--- src/rtl/block_reverse_readout_if.sv ---
// Symbol stream bundle for the block reverse read-out stage.
// The master drives symbols and mode; the slave returns the registered output stream.
interface block_reverse_readout_if #(
  parameter int DATA_W = 1
);
  logic              in_valid;
  logic [DATA_W-1:0] in_data;
  logic              mode;
  logic              out_valid;
  logic [DATA_W-1:0] out_data;
  logic              out_last;
  logic              primed;

  modport master (
    output in_valid, in_data, mode,
    input  out_valid, out_data, out_last, primed
  );

  modport slave (
    input  in_valid, in_data, mode,
    output out_valid, out_data, out_last, primed
  );
endinterface

--- src/rtl/block_reverse_readout.sv ---
// Buffers symbols in blocks of BLK_LEN and replays each block reversed or in order.
// A single memory is read before it is written at the same address on every accept.
module block_reverse_readout #(
  parameter int DATA_W  = 1,
  parameter int BLK_LEN = 8
) (
  input  logic                   clk,
  input  logic                   rst,
  block_reverse_readout_if.slave bus
);
  localparam int ADDR_W = (BLK_LEN > 1) ? $clog2(BLK_LEN) : 1;
  localparam logic [ADDR_W-1:0] LAST = ADDR_W'(BLK_LEN - 1);

  typedef enum logic {DIR_UP, DIR_DOWN} dir_t;

  logic [DATA_W-1:0] mem [BLK_LEN];
  logic [ADDR_W-1:0] ptr_reg, ptr_next;
  logic [ADDR_W-1:0] cnt_reg, cnt_next;
  dir_t              dir_reg, dir_next, dir_eff;
  logic              mode_reg, mode_next;
  logic              primed_reg, primed_next;
  logic              out_valid_reg, out_last_reg;
  logic [DATA_W-1:0] out_data_reg;
  logic              accept;
  logic              switch_mode;
  logic [ADDR_W-1:0] addr;

  always_comb begin
    accept      = bus.in_valid;
    switch_mode = accept && (cnt_reg == '0) && (bus.mode != mode_reg);
    // A mode switch restarts the addressing so the new block fills from 0 upward.
    addr        = switch_mode ? '0 : ptr_reg;
    dir_eff     = switch_mode ? DIR_UP : dir_reg;
    cnt_next    = cnt_reg;
    ptr_next    = ptr_reg;
    dir_next    = dir_reg;
    mode_next   = mode_reg;
    primed_next = primed_reg;
    if (accept) begin
      cnt_next = (cnt_reg == LAST) ? '0 : cnt_reg + 1'b1;
      if (switch_mode) begin
        mode_next   = bus.mode;
        primed_next = 1'b0;
      end else if (cnt_reg == LAST) begin
        primed_next = 1'b1;
      end
      ptr_next = addr;
      dir_next = dir_eff;
      if (mode_next) begin
        ptr_next = cnt_next;
        dir_next = DIR_UP;
      end else if (dir_eff == DIR_UP) begin
        if (addr == LAST) dir_next = DIR_DOWN;
        else              ptr_next = addr + 1'b1;
      end else begin
        if (addr == '0) dir_next = DIR_UP;
        else            ptr_next = addr - 1'b1;
      end
    end
  end

  always_ff @(posedge clk or posedge rst) begin
    if (rst) begin
      ptr_reg       <= '0;
      cnt_reg       <= '0;
      dir_reg       <= DIR_UP;
      mode_reg      <= 1'b0;
      primed_reg    <= 1'b0;
      out_valid_reg <= 1'b0;
      out_last_reg  <= 1'b0;
      out_data_reg  <= '0;
      for (int i = 0; i < BLK_LEN; i++) mem[i] <= '0;
    end else begin
      ptr_reg       <= ptr_next;
      cnt_reg       <= cnt_next;
      dir_reg       <= dir_next;
      mode_reg      <= mode_next;
      primed_reg    <= primed_next;
      out_valid_reg <= accept && primed_reg && !switch_mode;
      // Idle edges leave out_data/out_last untouched.
      if (accept) begin
        out_last_reg <= primed_reg && !switch_mode && (cnt_reg == LAST);
        out_data_reg <= mem[addr];
        mem[addr]    <= bus.in_data;
      end
    end
  end

  assign bus.out_valid = out_valid_reg;
  assign bus.out_data  = out_data_reg;
  assign bus.out_last  = out_last_reg;
  assign bus.primed    = primed_reg;
endmodule

--- src/flat_wrapper.sv ---
// flat-port wrapper written by rule: the top's interface ports become plain ports
module block_reverse_readout_flat 
#(
  parameter int DATA_W  = 1,
  parameter int BLK_LEN = 8
)
  (clk, rst, bus_in_valid, bus_in_data, bus_mode, bus_out_valid, bus_out_data, bus_out_last, bus_primed);
  block_reverse_readout_if #(.DATA_W(DATA_W)) bus_i ();
  input  logic clk;
  input  logic rst;
  input wire logic [$bits(bus_i.in_valid)-1:0] bus_in_valid;
  input wire logic [$bits(bus_i.in_data)-1:0] bus_in_data;
  input wire logic [$bits(bus_i.mode)-1:0] bus_mode;
  output wire logic [$bits(bus_i.out_valid)-1:0] bus_out_valid;
  output wire logic [$bits(bus_i.out_data)-1:0] bus_out_data;
  output wire logic [$bits(bus_i.out_last)-1:0] bus_out_last;
  output wire logic [$bits(bus_i.primed)-1:0] bus_primed;
  assign bus_i.in_valid = bus_in_valid;
  assign bus_i.in_data = bus_in_data;
  assign bus_i.mode = bus_mode;
  assign bus_out_valid = bus_i.out_valid;
  assign bus_out_data = bus_i.out_data;
  assign bus_out_last = bus_i.out_last;
  assign bus_primed = bus_i.primed;
  block_reverse_readout #(.DATA_W(DATA_W), .BLK_LEN(BLK_LEN)) u_core (.clk(clk), .rst(rst), .bus(bus_i));
endmodule
--- config.mk ---
export PLATFORM = sky130hd
export DESIGN_NAME = block_reverse_readout_flat
export DESIGN_NICKNAME = d
export VERILOG_FILES = /design/src/rtl/block_reverse_readout_if.sv /design/src/rtl/block_reverse_readout.sv /design/src/flat_wrapper.sv
export SDC_FILE = /design/constraint.sdc
export NUM_CORES = 1
export LEC_CHECK = 0
export ABC_AREA = 1
export BUFFER_PORTS_ARGS = -buffer_cell sky130_fd_sc_hd__buf_2
export CELL_PAD_IN_SITES_DETAIL_PLACEMENT = 0
export CELL_PAD_IN_SITES_GLOBAL_PLACEMENT = 1
export CORE_MARGIN = 2
export CORE_UTILIZATION = 43
export DETAILED_ROUTE_END_ITERATION = 8
export HOLD_SLACK_MARGIN = 0.05
export PLACE_DENSITY = 0.82
export SKIP_CTS_REPAIR_TIMING = 1
export SLEW_MARGIN = 10
export SYNTH_ARGS = -nofsm -noshare
export SYNTH_HDL_FRONTEND = slang
export SYNTH_SLANG_ARGS = --single-unit
export TNS_END_PERCENT = 50
--- constraint.sdc ---
create_clock -name clk -period 1.9 [get_ports clk]
set_input_delay 0.285 -clock clk [delete_from_list [all_inputs] [get_ports clk]]
set_output_delay 0.285 -clock clk [all_outputs]
set_load 0.005 [all_outputs]
-- Yosys cells after proc, flatten, opt, wreduce, memory -nomap -nowiden
Index checks and enable logic that the tools add are counted.
- register bits after elaboration: 20
- input port bits: 5
- output and inout bits: 4
- word-level logic and storage cells: 58
- $add $sub $neg: 3
- $lt $le $gt $ge: 2
- equal/unequal tests: 3
- muxes and demuxes: 21
- bitwise logic cells: 1
- reduce and logical (&&, ||, !) cells: 12
- operators with widths (operator ; count):
    $mux 3 ; 6
    $mux 1 ; 12
    $bwmux 8 ; 1
    $logic_and 1x1->1 ; 7
    $add 3x1->3 const B ; 2
    $eq 3x3->1 const B ; 2
    $logic_not 3->1 ; 2
    $ge 4x4->1 const B ; 1
    $lt 4x1->1 const B ; 1
    $not 3->4 ; 1
    $bmux 1 s3 ; 1
    $demux 1 s3 ; 1
    $sub 3x1->3 const B ; 1
    $reduce_and 2->1 ; 1
    $reduce_bool 2->1 ; 1
    $logic_not 1->1 ; 1
    $ne 1x1->1 ; 1

-- Depth between registers and ports, before layout
Gate-level depths: netlist of run 1.
- word-level depth: 10
- depth in mapped cells: 14
- depth with buffers taken out: 13

-- Least setup slack after synthesis of run 1
Ideal clock, no wire load.
- path type: register to register
- start point: register u_core.cnt_reg[0]
- end point: register u_core.ptr_reg[1]
- library setup time: 116 ps
- arrival time: 1587 ps
- setup slack: 196 ps
- cell stages (with the launch flop): 15
- buffers on the path: 1
- period minus slack after synthesis: 1704 ps
- cells stage by stage: dfrtp_1 -> inv_1 -> ha_1 -> nand2_1 -> nor2_2 -> nand2_4 -> buf_6 -> nand2_2 -> ha_1 -> inv_1 -> nand2_1 -> nand2_1 -> nand3_1 -> nand2_1 -> nand2_1
- word-level cells in the longest chain between the ends: 8
- elaborated cells on any way between the ends: 18
- classes of those cells: add/sub: 3; eq/ne: 2; mux: 9; reduce/logical: 4
- RTL lines (element ; RTL line ; RTL):
    start, declared ; block_reverse_readout.sv:18 ; logic [ADDR_W-1:0] cnt_reg, cnt_next;
    start signal, assigned ; block_reverse_readout.sv:75 ; cnt_reg <= cnt_next;
    $logic_not 3->1 ; block_reverse_readout.sv:30 ; switch_mode = accept && (cnt_reg == '0) && (bus.mode != mode_reg);
    $logic_and 1x1->1 (2 in series) ; block_reverse_readout.sv:30 ;
    $mux 3 ; block_reverse_readout.sv:32 ; addr = switch_mode ? '0 : ptr_reg;
    $add 3x1->3, or another cell as far along ; block_reverse_readout.sv:54 ; else ptr_next = addr + 1'b1;
    $mux 3 (on tied branches) ; block_reverse_readout.sv:53, block_reverse_readout.sv:56 ;
    $mux 3 ; block_reverse_readout.sv:52 ; end else if (dir_eff == DIR_UP) begin
    $mux 3 (*) ; block_reverse_readout.sv:49 ; if (mode_next) begin
    end signal, assigned ; block_reverse_readout.sv:74 ; ptr_reg <= ptr_next;
    end, declared ; block_reverse_readout.sv:17 ; logic [ADDR_W-1:0] ptr_reg, ptr_next;
Every way passes the cells marked *; elsewhere a longest branch is shown, timed or not. The select of a mux whose other input is x is not followed.
A chain may end at the register's enable or synchronous reset.

-- Final worst setup path of run 1
- start point: register u_core.cnt_reg[0]
- end point: register u_core.ptr_reg[0]
Same word-level chain as after synthesis.

==> results of run 1 <==
-- layout make-up --
cell class | count | area [um^2] | area share, %
Multi-Input combinational cell | 106 | 576 | 41.6
Clock inverter | 1 | 30.0 | 2.17
Clock buffer | 3 | 22.5 | 1.63
Sequential cell | 20 | 500 | 36.2
Inverter | 25 | 93.8 | 6.79
Tap cell | 30 | 37.5 | 2.71
Timing Repair Buffer | 19 | 123 | 8.87
-- worst max-delay path, cell delays in order (launching register included) --
cell	delay, ns
dfrtp_1	0.42
inv_2	0.07
ha_2	0.17
nand2_1	0.08
nor2_4	0.14
nand2_4	0.11
nand2_4	0.09
ha_2	0.20
nand4_1	0.12
nor2_1	0.11
nor2_1	0.05
nand2_1	0.06
nand2_1	0.05
nand2_1	0.05
-- routing by layer --
layer	global-route usage, %	vias to the layer above
li1	-	542
met5	0	-
met3	4.88	2
met2	27.2	21
met1	25.4	511
met4	3.06	0
-- how the worst max path moves through the flow --
stage	from	to	slack, ns	cells after the start
finish	u_core.cnt_reg[0]	u_core.ptr_reg[0]	0.13	13
global route	u_core.cnt_reg[0]	u_core.ptr_reg[1]	-0.002	13
CTS	u_core.cnt_reg[0]	u_core.ptr_reg[0]	0.06	13
detailed placement	u_core.cnt_reg[0]	u_core.ptr_reg[0]	0.08	13
global placement	u_core.cnt_reg[0]	u_core.ptr_reg[0]	0.17	13
floorplan	u_core.cnt_reg[0]	u_core.ptr_reg[1]	0.20	14
-- per-stage QoR --
step	hold WS (ns)	total power [uW]	setup TNS (ns)	utilization, %
final	0.0871	2230	0	54.8
after global routing	0.175	2450	-0.00186	54.8
after CTS	0.121	2140	0	51.9
after detailed placement	0.470	1770	0	49.8
after global placement	0.464	1760	0	49.8
after floorplan	0.249	1520	0	-
-- kinds of logic (layout without fill, tap and decap cells) --
kind of cell    count (synthesis)  in the layout  synth area share (%)
buf+inv                        29             48                  10.0
flops                          20             20                  42.7
compound gates                 28             28                  13.8
simple gates                   73             74                  29.2
fa+ha+maj                       4              4                  4.27
-- cell usage in the layout (no fill, tap or decap), types with 3 or more instances in the layout --
| master | netlist | final |
|---|---|---|
| a31oi_1 | 7 | 7 |
| dfrtp_1 | 20 | 20 |
| inv_2 | 1 | 3 |
| nand2_4 | 2 | 3 |
| inv_1 | 24 | 22 |
| nand2_1 | 38 | 38 |
| nand3_1 | 12 | 12 |
| buf_4 | 0 | 11 |
| o21ai_0 | 7 | 7 |
| clkbuf_4 | 0 | 3 |
| nor2_1 | 8 | 8 |
| buf_2 | 1 | 8 |
| nand3b_1 | 3 | 3 |
| a21oi_1 | 10 | 10 |
-- power by group --
part	switching, uW	internal [uW]	leakage (uW)
clock network	152	213	0.0000279
registers	155	611	0.000239
logic	658	445	0.000450
==> results.json, run 1 <==
{
  "cp_max_fo": 6,
  "overflow": 0,
  "period_minus_slack_ns": 1.77,
  "synth_common_cells": "38 x nand2_1, 24 x inv_1, 20 x dfrtp_1, 12 x nand3_1, 10 x a21oi_1",
  "track_usage_pct": 17.8,
  "io_buffers": 8,
  "fmax_mhz": 564,
  "grt_pass1_vias": 1001,
  "r2r-end": "u_core.ptr_reg[0]",
  "clkTransAtPathRegs_ns": 0.13,
  "yosys.cell_count.top_type": "nand2_1",
  "layout-drive-gt1-share_pct": 21.8,
  "ys.warnings.count": 0,
  "synth_area_leaders": "dfrtp_1 43%, nand2_1 12%, inv_1 7.7%",
  "critPathArrivalTime_ns": 2.04,
  "htreeDepth": 1,
  "ys_ff_latch": 20,
  "routed-via-count": 1076,
  "required_ns": 2.17,
  "post-dp-hpwl_um": 1820,
  "final_cells": 204,
  "final_nets": 184,
  "syn_area_um2": 1170,
  "regToRegStartpoint": "u_core.cnt_reg[0]",
  "grt_pass1_wl_um": 4460,
  "n_antenna_cell": 0,
  "ant_nets": 0,
  "n_fill_cell": 245,
  "hp-class": "in -> async",
  "slew_violations": 0,
  "slew-limit-headroom_pct": 47.9,
  "vias_per_cell": 5.27,
  "skew_ns": 0.00178,
  "end_kind": "register",
  "synth_top_area_share_pct": 42.7,
  "avgSynthCellArea_um2": 7.61,
  "regToRegSetupSlack_ns": 0.13,
  "reg2reg_depth": 13,
  "crit_type": "reg -> reg",
  "core.rowCount": 18,
  "power.leakage_uw": 0.000717,
  "fp.dieW_um": 56.2,
  "grt_antenna_before_repair": 0,
  "pin_count": 9,
  "largest_register_ffs": 8,
  "synth-async-reset-ratio_pct": 100,
  "final-hold-violation-count": 0,
  "p_per_area_nw_per_um2": 1620,
  "ys.flop_type": "dfrtp_1",
  "pre_cts_slack_ns": 0.0828,
  "dieArea_um2": 3160,
  "die_h_um": 56.2,
  "synth-edff-count": 0,
  "synthCells": 154,
  "syn-num-nets": 163,
  "fin_ws_ns": 0.126,
  "dr_wl_met3_um": 82,
  "max_cap_violations": 0,
  "post_dp_cell_area_um2": 1260,
  "wl_um": 2700,
  "wl_per_cell_um": 13.2,
  "clock-sinks": 20,
  "cts_tree": "yes",
  "startpoint_type": "register",
  "start_util_pct": 46.5,
  "fin_area_um2": 1380,
  "wl_met1_um": 1350,
  "routed.top_layer": "met4",
  "ys_seq_area_share_pct": 42.7,
  "period_share_pct": 93.4,
  "post-route-drc-count": 0,
  "grt_max_degree": 21,
  "drt-pass1-iter-count": 4,
  "route.met2.wl_um": 1260,
  "syn2layout_area_growth_pct": 17.9,
  "setup_viol": 0,
  "max-vdd-ir-drop_v": 0.00115,
  "place_congestion": 0.830,
  "cts_inserted_buffers": 3,
  "cts_buffer_depth": 2,
  "drtIter0Drc": 35,
  "status": "completed",
  "worst_pin_slew_ns": 0.781,
  "yosys.area.top_type": "dfrtp_1",
  "coreArea_um2": 2520,
  "clockRootBuffer": "clkbuf_4",
  "yosys.cell_types.count": 24,
  "clock_latency_ns": 0.32,
  "dp_cells": 192
}
No activity file was read; power rests on OpenSTA's default activity.
==> run 2, diff against run 1 <==
BUFFER_PORTS_ARGS = unset   (was -buffer_cell sky130_fd_sc_hd__buf_2)
CORE_UTILIZATION = 45   (was 43)
DONT_BUFFER_PORTS = 1   (was unset)
PLACE_DENSITY = 0.75   (was 0.82)
==> run 2 against run 1 <==
Against the previous run: maximum frequency rose by 1.2%; non-clock buffer count decreased by 10; total power fell by 10%; worst hold slack got worse by 0.078 ns; cell area shrank 6.5%; register-to-register slack better by 0.02 ns; combinational power fell by 6%; clock power fell by 44%; critical path depth is the same; worst setup slack improved by 0.021 ns; cell count fell by 5.4%; utilization down 2.6 points; largest power group unchanged.
==> results.json, run 2 (synthesized netlist as in run 1, its figures left out) <==
{
  "required_ns": 2.09,
  "power.leakage_uw": 0.000661,
  "setup_viol": 0,
  "final-hold-violation-count": 0,
  "cp_max_fo": 5,
  "crit_slowest_cell": "dfrtp_1",
  "path_buf_inv": 2,
  "startpoint_type": "register",
  "ff_latch_area_um2": 500,
  "grt_pass1_wl_um": 4170,
  "die_h_um": 55.0,
  "period_share_pct": 92.3,
  "clkTransAtPathRegs_ns": 0.12,
  "place_congestion": 0.769,
  "crit_type": "reg -> reg",
  "core.rowCount": 18,
  "hp-class": "in -> async",
  "final_nets": 174,
  "fp.dieW_um": 55.0,
  "cts_tree": "yes",
  "end_kind": "register",
  "post_dp_cell_area_um2": 1210,
  "wl_um": 2640,
  "clock_latency_ns": 0.30,
  "fin_area_um2": 1290,
  "track_usage_pct": 19.8,
  "max-vdd-ir-drop_v": 0.000903,
  "slew_violations": 0,
  "cts_inserted_buffers": 3,
  "drt-pass1-iter-count": 4,
  "use_met2_pct": 30.2,
  "syn2layout_area_growth_pct": 10.2,
  "clockRootBuffer": "clkbuf_4",
  "status": "completed",
  "wl_per_cell_um": 13.7,
  "fmax_mhz": 571,
  "io_buffers": 0,
  "crit_path_cell_trace": "inv_2, ha_2, nand2_1, nor2_4, nand2_4, nand2_2, ha_1, inv_1, nand2_1, nand2_1, nand3_1, nand2_1, nand2_1",
  "grt_max_degree": 21,
  "multi_input_area_um2": 568,
  "n_antenna_cell": 0,
  "routed-via-count": 1037,
  "cts_buffer_depth": 2,
  "max_stage_delay_ns": 0.41,
  "ant_nets": 0,
  "coreArea_um2": 2480,
  "worst_pin_slew_ns": 0.795,
  "max_cap_violations": 0,
  "critPathArrivalTime_ns": 1.95,
  "final_common_cell": "nand2_1",
  "pin_count": 9,
  "overflow": 0,
  "layout-drive-gt1-share_pct": 14.7,
  "largest_register_ffs": 8,
  "setup_tns_ns": 0,
  "n_fill_cell": 267,
  "final_cell_mix": "38 x nand2_1, 23 x inv_1, 20 x dfrtp_1",
  "path_common_cell": "nand2_1",
  "grt_use_met1_pct": 29.3,
  "grt_pass1_vias": 918,
  "drtIter0Drc": 30,
  "use_met3_pct": 2.42,
  "critical_path.top_delay_family": "simple AND/OR/NAND/NOR gates",
  "regToRegSetupSlack_ns": 0.15,
  "clock-sinks": 20,
  "vias_per_cell": 5.37,
  "gr-max-usage-layer": "met2",
  "post-dp-hpwl_um": 1910,
  "post-route-drc-count": 0,
  "whs_ns": 0.00880,
  "dieArea_um2": 3030,
  "slew-limit-headroom_pct": 46.9,
  "skew_ns": 0.00838,
  "start_util_pct": 47.3,
  "period_minus_slack_ns": 1.75,
  "grt_antenna_before_repair": 0,
  "htreeDepth": 1,
  "rsz0062_at_grt": "false",
  "p_per_area_nw_per_um2": 1560,
  "finalPower_uw": 2010
}
[run 2: metrics by stage]
stage,setup slack [ns],instances,utilization [%]
after floorplan,0.196,154,-
after global placement,0.163,183,48.8
after detailed placement,0.0868,183,48.8
after CTS,0.0620,186,49.7
after global routing,0.00957,193,52.2
final,0.147,193,52.2
[run 2: area by class of cell]
class | instances | share of cell area (%)
Sequential cell | 20 | 38.7
Multi-Input combinational cell | 106 | 43.9
Inverter | 25 | 7.26
Tap cell | 30 | 2.90
Clock buffer | 3 | 1.74
Timing Repair Buffer | 9 | 5.42
[run 2: path summary, 6_finish.rpt]
check	from	end	depth (start not counted)
max	u_core.cnt_reg[0]	u_core.ptr_reg[1]	13
min	rst	u_core.bus.out_data	1
max reg2reg	u_core.cnt_reg[0]	u_core.ptr_reg[1]	13
min reg2reg	u_core.bus.out_last	u_core.bus.out_last	2
max in group asynchronous	rst	u_core.dir_reg	1
min in group clk	bus_in_valid	u_core.cnt_reg[2]	1
[run 2: worst register-to-register path, stage by stage (launching register included)]
cell and delay (ns):
dfrtp_1 0.41, inv_2 0.07, ha_2 0.17, nand2_1 0.08, nor2_4 0.15, nand2_4 0.10, nand2_2 0.10, ha_1 0.24
inv_1 0.06, nand2_1 0.05, nand2_1 0.05, nand3_1 0.06, nand2_1 0.07, nand2_1 0.04
[run 2: per-layer routing]
layer  part of all wire, %  wire [um]  up-vias
met1                    52       1370      496
met4                  0.57         15        0
met3                   2.9         76        2
met2                    45       1180       21
li1                      -          -      518
met5                     0          0        -
[run 2: power by group]
part	switching, uW	internal [uW]
clock network	130	73.7
logic	630	402
registers	164	612
total	924	1090
==> run 3, diff against run 2 <==
CORE_UTILIZATION = 38   (was 45)
PLACE_DENSITY = 0.65   (was 0.75)
==> run 3 against run 2 <==
Against the previous run: the run now ends with negative hold slack left; first-iteration DRC count rose by 47%; cell area barely moved; count of clock-buffer cells in the layout did not move; largest cell class unchanged; highest routed layer unchanged.
==> results.json, run 3 (synthesized netlist as in run 1, its figures left out) <==
{
  "overflow": 0,
  "clock-sinks": 20,
  "final-hold-violation-count": 20,
  "status": "finished with violations",
  "die_h_um": 59.5,
  "n_antenna_cell": 0,
  "fin_ws_ns": 0.139,
  "violations": "negative hold slack",
  "regToRegStartpoint": "u_core.cnt_reg[0]",
  "post_dp_cell_area_um2": 1200,
  "coreArea_um2": 3000,
  "grt_pass1_wl_um": 4440,
  "cts_tree": "yes",
  "regToRegSetupSlack_ns": 0.14,
  "path_common_cell": "nand2_1",
  "required_ns": 2.11,
  "n_fill_cell": 324,
  "track_usage_pct": 16.7,
  "post-route-drc-count": 0,
  "setup_tns_ns": 0,
  "wl_per_cell_um": 13.2,
  "dieArea_um2": 3550,
  "grt_use_met1_pct": 24.8,
  "fp.dieW_um": 59.5,
  "max_stage_delay_ns": 0.41,
  "largest_register_ffs": 8,
  "hp-class": "in -> async",
  "io_buffers": 0,
  "ant_nets": 0,
  "skew_ns": 0.00246,
  "worst_pin_slew_ns": 0.767,
  "slew-limit-headroom_pct": 48.8,
  "clock_latency_ns": 0.30,
  "core.rowCount": 20,
  "use_met2_pct": 23.5,
  "max_cap_violations": 0,
  "p_per_area_nw_per_um2": 1530,
  "crit_path_cell_trace": "inv_2, ha_2, nand2_1, nor2_4, nand2_4, nand2_2, ha_2, inv_1, nand2_1, nand2_1, nand3_1, nand2_1, nand2_1",
  "cts_buffer_depth": 2,
  "routed-via-count": 991,
  "final_common_cell": "nand2_1",
  "critPathArrivalTime_ns": 1.97,
  "drtIter0Drc": 44,
  "power.leakage_uw": 0.000654,
  "grt_pass1_vias": 966,
  "path_buf_inv": 2,
  "final_cell_mix": "38 x nand2_1, 23 x inv_1, 20 x dfrtp_1",
  "use_met3_pct": 3.28,
  "fmax_mhz": 568,
  "place_congestion": 0.781,
  "pin_count": 9,
  "slew_violations": 0,
  "gr-max-usage-layer": "met1",
  "clkTransAtPathRegs_ns": 0.12,
  "grt_antenna_before_repair": 0,
  "final_nets": 173,
  "grt_max_degree": 21,
  "whs_ns": -0.00544,
  "reg2reg_depth": 13,
  "wl_um": 2580,
  "drt-pass1-iter-count": 4,
  "syn2layout_area_growth_pct": 10.1,
  "end_kind": "register",
  "setup_viol": 0,
  "period_minus_slack_ns": 1.76,
  "period_share_pct": 92.7,
  "start_util_pct": 39.0,
  "max-vdd-ir-drop_v": 0.000584,
  "htreeDepth": 1,
  "startpoint_type": "register",
  "vias_per_cell": 5.08,
  "crit_slowest_cell": "dfrtp_1",
  "pre_cts_slack_ns": 0.121,
  "layout-drive-gt1-share_pct": 14.8,
  "cp_max_fo": 5,
  "clockRootBuffer": "clkbuf_4",
  "r2r-end": "u_core.ptr_reg[1]",
  "fin_area_um2": 1290,
  "critical_path.top_delay_family": "simple AND/OR/NAND/NOR gates",
  "crit_type": "reg -> reg",
  "cts_inserted_buffers": 3,
  "post-dp-hpwl_um": 1860
}
## run 3: cell count changes in the layout (fill, tap and decap cells not counted), sizes merged
cell,before,now
buf,8,7
## run 3: through the flow
step	total power (uW)	utilization (%)	instances
after global placement	1730	40.1	185
after floorplan	1520	-	154
after CTS	1950	40.9	188
after detailed placement	1730	40.1	185
after global routing	2220	43.0	195
final	1980	43.0	195
## run 3: layout make-up
cell class	instances	area, um^2	share of cell area [%]
Timing Repair Buffer	8	62.6	4.84
Clock buffer	3	22.5	1.74
Tap cell	33	41.3	3.20
Inverter	25	93.8	7.27
Sequential cell	20	500	38.8
Multi-Input combinational cell	106	571	44.2
## run 3: power by group
group / internal [uW] / total (uW) / switching (uW)
Combinational: 390 / 978 / 588
Sequential: 612 / 792 / 181
Clock: 74.0 / 208 / 134
## run 3: worst max path at each step
stage | startpoint | end | slack, ns | cells past startpoint
6_report | u_core.cnt_reg[0] | u_core.ptr_reg[1] | 0.14 | 13
5_1_grt | u_core.cnt_reg[0] | u_core.ptr_reg[1] | -0.002 | 13
4_1_cts | u_core.cnt_reg[0] | u_core.ptr_reg[0] | 0.11 | 13
3_5_place_dp | u_core.cnt_reg[0] | u_core.ptr_reg[0] | 0.12 | 13
3_3_place_gp | u_core.cnt_reg[0] | u_core.ptr_reg[1] | 0.17 | 13
2_1_floorplan | u_core.cnt_reg[0] | u_core.ptr_reg[1] | 0.20 | 14
## run 3: metal layers
layer  wire length (um)  up-vias  share of wire, %
met2               1120       22                44
li1                   -      515                 -
met4                 38        0               1.5
met1               1310      449                51
met5                  0        -                 0
met3                100        5               3.9
